`src/rtl/instr_register_ctrl.sv`:
```
// Instruction register front-end: round-robin write arbiter for two
// requesters plus an in-order read sequencer. With the register file it
// forms a 32-entry arbitrated FIFO.

package instr_register_pkg;

  localparam int unsigned OPCODE_W  = 4;
  localparam int unsigned OPERAND_W = 32;
  localparam int unsigned RESULT_W  = 64;
  localparam int unsigned ADDR_W    = 5;
  localparam int unsigned COUNT_W   = ADDR_W + 1;

  typedef logic        [OPCODE_W-1:0]  opcode_t;
  typedef logic signed [OPERAND_W-1:0] operand_t;
  typedef logic signed [RESULT_W-1:0]  result_t;
  typedef logic        [ADDR_W-1:0]    address_t;

  typedef struct packed {
    opcode_t  opc;
    operand_t op_a;
    operand_t op_b;
    result_t  res;
  } instruction_t;

endpackage

module instr_register_ctrl
  import instr_register_pkg::*;
#(
  parameter int unsigned DEPTH = 32
) (
  input  logic                clk,
  input  logic                reset,
  input  logic                flush,
  // requester 0
  input  logic                req0_valid,
  output logic                req0_ready,
  input  opcode_t             req0_opcode,
  input  operand_t            req0_op_a,
  input  operand_t            req0_op_b,
  // requester 1
  input  logic                req1_valid,
  output logic                req1_ready,
  input  opcode_t             req1_opcode,
  input  operand_t            req1_op_a,
  input  operand_t            req1_op_b,
  // instruction register write port
  output logic                load_en,
  output opcode_t             opcode,
  output operand_t            operand_a,
  output operand_t            operand_b,
  output address_t            write_pointer,
  // instruction register read port
  output address_t            read_pointer,
  input  instruction_t        instruction_word,
  // consumer
  output logic                rd_valid,
  input  logic                rd_ready,
  output instruction_t        rd_word,
  // occupancy
  output logic [COUNT_W-1:0]  count,
  output logic                full,
  output logic                empty
);

  localparam logic [0:0] IDLE = 1'b0;
  localparam logic [0:0] HOLD = 1'b1;

  localparam logic [COUNT_W-1:0] COUNT_FULL = COUNT_W'(DEPTH);

  // prio == 0 prefers req0, prio == 1 prefers req1
  logic               prio;
  logic               grant0;
  logic               grant1;
  logic               push;
  logic               both_valid;
  address_t           wr_ptr;

  logic [COUNT_W-1:0] avail;
  logic [COUNT_W-1:0] avail_next;
  logic [COUNT_W-1:0] count_next;

  logic [0:0]         state;
  logic [0:0]         state_next;
  logic               rd_valid_next;
  instruction_t       rd_word_next;
  address_t           rd_ptr_next;
  logic               pop;

  // Round-robin grant; a lone valid requester always wins
  always_comb begin
    grant0 = req0_valid & (~req1_valid | ~prio);
    grant1 = req1_valid & (~req0_valid |  prio);
  end

  assign req0_ready = grant0 & ~full & ~flush & ~reset;
  assign req1_ready = grant1 & ~full & ~flush & ~reset;

  assign push       = (req0_valid & req0_ready) | (req1_valid & req1_ready);
  assign both_valid = req0_valid & req1_valid;

  // Write port pipeline: one registered load_en cycle per accepted request
  always_ff @(posedge clk or posedge reset) begin
    if (reset) begin
      load_en       <= 1'b0;
      opcode        <= '0;
      operand_a     <= '0;
      operand_b     <= '0;
      write_pointer <= '0;
      wr_ptr        <= '0;
      prio          <= 1'b0;
    end else if (flush) begin
      load_en <= 1'b0;
      wr_ptr  <= '0;
      prio    <= 1'b0;
    end else begin
      load_en <= push;
      if (push) begin
        if (req0_ready) begin
          opcode    <= req0_opcode;
          operand_a <= req0_op_a;
          operand_b <= req0_op_b;
        end else begin
          opcode    <= req1_opcode;
          operand_a <= req1_op_a;
          operand_b <= req1_op_b;
        end
        write_pointer <= wr_ptr;
        wr_ptr        <= wr_ptr + ADDR_W'(1);
        // contention served: hand preference to the other requester
        if (both_valid) begin
          prio <= ~prio;
        end
      end
    end
  end

  // Next occupancy: accepted-but-unpopped and committed-but-unpopped
  always_comb begin
    count_next = count + COUNT_W'(push) - COUNT_W'(pop);
    avail_next = avail + COUNT_W'(load_en) - COUNT_W'(pop);
    if (flush) begin
      count_next = '0;
      avail_next = '0;
    end
  end

  // Occupancy registers and registered status flags
  always_ff @(posedge clk or posedge reset) begin
    if (reset) begin
      count <= '0;
      avail <= '0;
      full  <= 1'b0;
      empty <= 1'b1;
    end else begin
      count <= count_next;
      avail <= avail_next;
      full  <= (count_next == COUNT_FULL);
      empty <= (count_next == '0);
    end
  end

  // Read sequencer next-state: capture when a committed entry exists, hold until taken
  always_comb begin
    state_next    = state;
    rd_valid_next = rd_valid;
    rd_word_next  = rd_word;
    rd_ptr_next   = read_pointer;
    pop           = 1'b0;
    case (state)
      IDLE: begin
        if (avail != '0) begin
          rd_word_next  = instruction_word;
          rd_valid_next = 1'b1;
          state_next    = HOLD;
        end
      end
      HOLD: begin
        if (rd_ready) begin
          rd_valid_next = 1'b0;
          rd_ptr_next   = read_pointer + ADDR_W'(1);
          pop           = 1'b1;
          state_next    = IDLE;
        end
      end
      default: begin
        state_next    = IDLE;
        rd_valid_next = 1'b0;
      end
    endcase
    if (flush) begin
      state_next    = IDLE;
      rd_valid_next = 1'b0;
      rd_ptr_next   = '0;
      pop           = 1'b0;
    end
  end

  // Read sequencer state and registered read outputs
  always_ff @(posedge clk or posedge reset) begin
    if (reset) begin
      state        <= IDLE;
      rd_valid     <= 1'b0;
      rd_word      <= '0;
      read_pointer <= '0;
    end else begin
      state        <= state_next;
      rd_valid     <= rd_valid_next;
      rd_word      <= rd_word_next;
      read_pointer <= rd_ptr_next;
    end
  end

endmodule

```
`config.mk`:
```
export PLATFORM = sky130hd
export DESIGN_NAME = instr_register_ctrl
export DESIGN_NICKNAME = d
export VERILOG_FILES = /design/src/rtl/instr_register_ctrl.sv
export SDC_FILE = /design/constraint.sdc
export NUM_CORES = 1
export LEC_CHECK = 0
export ABC_AREA = 1
export CORE_AREA = 2 2 191 193
export DETAILED_ROUTE_END_ITERATION = 10
export DIE_AREA = 0 0 193 195
export PLACE_DENSITY = 0.71
export SETUP_SLACK_MARGIN = 0.1
export SLEW_MARGIN = 20
export SYNTH_ARGS = -nofsm -noshare
export SYNTH_HDL_FRONTEND = slang
export SYNTH_SLANG_ARGS = --single-unit
```
`constraint.sdc`:
```
create_clock -name clk -period 7.2 [get_ports clk]
set_input_delay 1.44 -clock clk [delete_from_list [all_inputs] [get_ports clk]]
set_output_delay 1.44 -clock clk [all_outputs]
set_load 0.005 [all_outputs]
```
==> results.tsv <==
stage	metric	value	unit
synth	Mean Syn Cell Area	8.37	µm²
clock_tree	post-CTS sizing	0	
global_routing	grt ovf	0	
final_layout	Final #Nets	1978	
setup_path	CP startpoint	flush	
run	MaxCap Viol Count	0	
setup_path	reg2reg end	rd_word[45]	
floorplan	Core Rows	69	
synth	post-synthesis mux area share	0	
synth	Post-synth EDFFs	0	
timing	Final Hold Vio Count	0	
synth	async set-reset flop share out of synthesis	1.00	
floorplan	Die Wd	193	µm
power	pwr dens	385	nW/µm²
floorplan	Core Region	35400	µm²
setup_path	crit path kind	input port to output pin	
final_layout	commonest non-fill, non-tap cells in the layout	clkdlybuf4s50_1, nand2_1, dfrtp_1, nand3_1, inv_1	
synth	Compound-Gate Fraction of Synth Area	0.0816	
global_routing	largest net degree at the start of global routing	128	
setup_path	crit path to	req0_ready	
timing	Worst Tran Pin Value	1030	ps
synth	Synth Area in Simple Gates	0.249	
setup_path	worst reg2reg setup slack	4200	ps
routing	DRT Pass-1 Iters	5	
run_status	status	finished, final reports clean	
setup_path	R2R depth	7	
routing	DRT Wirelength	35.9	mm
floorplan	Top Ports	496	
synth	Yosys warnings	0	
synth	synthesized area	10300	µm²
synth	prevailing post-synth register cell	dfrtp_1	
clock_tree	Bufs on Longest Clock Path	3	
floorplan	Initial Util	0.291	
timing	skew final	13.4	ps
setup_path	Worst Setup Start Kind	input port	
clock_tree	Post-CTS Setup Repair Bufs	0	
synth	FF+latch count, synth	233	
global_routing	gr usage total	0.182	
synth	syn_nets	1522	
synth	cell count after synthesis	1231	
global_routing	vias in the first global route	9748	
routing	Vias	9833	
clock_tree	hold_buf cts	0	
clock_tree	clock root buffer	clkbuf_16	
timing	Pins Over Slew Limit	0	
timing	fmax	202	MHz
setup_path	CP Capture Type	output pin	
final_layout	Area Overhead vs Synth	59.9	%
clock_tree	CTS tree	done	
floorplan	die height	195	µm
synth	XOR/XNOR share of the synthesized area	0.00425	
setup_path	Worst R2R Start	avail[2]	
clock_tree	clock sink count	233	
clock_tree	Num CTS Buffers	26	
clock_tree	CTS H-tree depth	1	
clock_tree	Clock transition at path regs	60	ps
timing	Slew headroom	0.313	
global_routing	initial antenna violation count	4	
timing	min Tclk post-route	4950	ps
power	Power, Total	0.00634	W
synth	sequential area share after synthesis	0.566	
setup_path	CP arrival	3510	ps
global_routing	first-pass GRT wire length	53.3	mm
timing	setup TNS	0	ps
synth	largest family of logic cells by synthesized area	simple AND/OR/NAND/NOR gates	
worst_hold_path	worst min path class	flop to flop	
routing	Post-DRT Antenna Nets	0	
routing	number of DRC markers in iteration 0	453	
floorplan	DIE AREA	37600	µm²
power	Leak Pwr	7.92	nW
final_layout	layout cells sized above 1	0.0346	
placement	Port Buffers	495	
routing	DR WL/cell	16.5	µm
timing	final setup fails	0	
timing	crit share post-route	0.688	
power	Max rail drop VDD	0.212	mV
routing	# DRC	0	
setup_path	Max FO, Critical Path	37	
synth	post-synth cell types	29	
routing	Vias/cell	4.53	
setup_path	worst path required time	5760	ps
synth	adder-cell share of the synthesized area	0.0221	
final_layout	filler instances	3365	
placement	Detailed Place HPWL	26.4	mm
clock_tree	Worst-Skew Late Latency	520	ps
final_layout	commonest non-fill, non-tap cell in the layout	clkdlybuf4s50_1	
placement	Final GP Congestion	0.872	
timing	RSZ-0062 raised after global routing	false	
flip-flops by register name (all words and copies together) (netlist names), 4 cells and up:
signal	count
rd_word	132
operand_a	32
operand_b	32
avail	6
count	6
read_pointer	5
wr_ptr	5
write_pointer	5
opcode	4
layout make-up:
cell class | count | area (µm²) | share of cell area
sequential | 233 | 5830 | 0.354
inverter | 109 | 418 | 0.0254
timing repair buffer | 503 | 5030 | 0.305
antenna | 4 | 10.0 | 0.000608
clock inverter | 4 | 73.8 | 0.00448
multi-input combinational | 814 | 3700 | 0.225
tap | 461 | 577 | 0.0350
clock buffer | 42 | 832 | 0.0505
worst min path at each step:
stage                     cells after the start             start          endpoint  slack, ps
after floorplan                               2  write_pointer[2]  write_pointer[2]        460
after global placement                        2       rd_word[30]       rd_word[30]        450
after detailed placement                      2       rd_word[32]       rd_word[32]        460
after CTS                                     2       rd_word[32]       rd_word[32]        470
after global routing                          2       rd_word[39]       rd_word[39]        490
final                                         2       rd_word[53]       rd_word[53]        470
synthesized netlist by cell type (all sizes together) (2+ instances only):
| master | number | area [µm²] |
|---|---|---|
| buf | 40 | 245 |
| clkbuf | 35 | 134 |
| o21ai | 147 | 736 |
| xor2 | 2 | 17.5 |
| fa | 2 | 40.0 |
| nand3 | 148 | 741 |
| o21a | 2 | 15.0 |
| a21oi | 13 | 65.1 |
| ha | 15 | 188 |
| inv | 109 | 409 |
| nand4 | 4 | 31.3 |
| nor2 | 24 | 90.1 |
| nand2 | 449 | 1690 |
| dfrtp | 232 | 5810 |
| xnor2 | 3 | 26.3 |
metal layers:
metal	vias to the layer above	track usage	routed length, µm
met5	-	0	0
met3	56	0.0651	4060
li1	4824	-	-
met2	402	0.314	17300
met1	4551	0.198	13000
met4	0	0.0808	1530
power by group:
group | total [W] | switching, W | internal, W
sequential | 0.00215 | 0.000297 | 0.00186
combinational | 0.00280 | 0.00138 | 0.00142
clock | 0.00138 | 0.000528 | 0.000856
per-stage QoR:
step	hold WS [ps]	utilization	worst slack, ps	cells	cell area (µm²)
4_1_cts	472	0.465	2200	2166	16500
6_report	468	0.465	2250	2170	16500
2_1_floorplan	465	-	2710	1231	10300
3_5_place_dp	457	0.440	2210	2120	15600
5_1_grt	487	0.465	2100	2169	16500
3_3_place_gp	453	0.440	2250	2120	15600
critical path, stage by stage:
cell and delay, ps:
clkdlybuf4s50_1 730, a21oi_1 370, nand2_4 250, inv_1 170
clkdlybuf4s50_1 520
cell families (layout without fill, tap and decap cells):
| group | Yosys count | after routing |
|---|---|---|
| XOR/XNOR | 5 | 5 |
| other | 0 | 4 |
| adder cells (fa/ha/maj) | 17 | 17 |
| AND/OR/NAND/NOR | 627 | 627 |
| flip-flops | 233 | 233 |
| AO/OA/AOI/OAI | 165 | 165 |
| buffers and inverters | 184 | 658 |
Note: power is estimated with default switching activity, not from simulation.
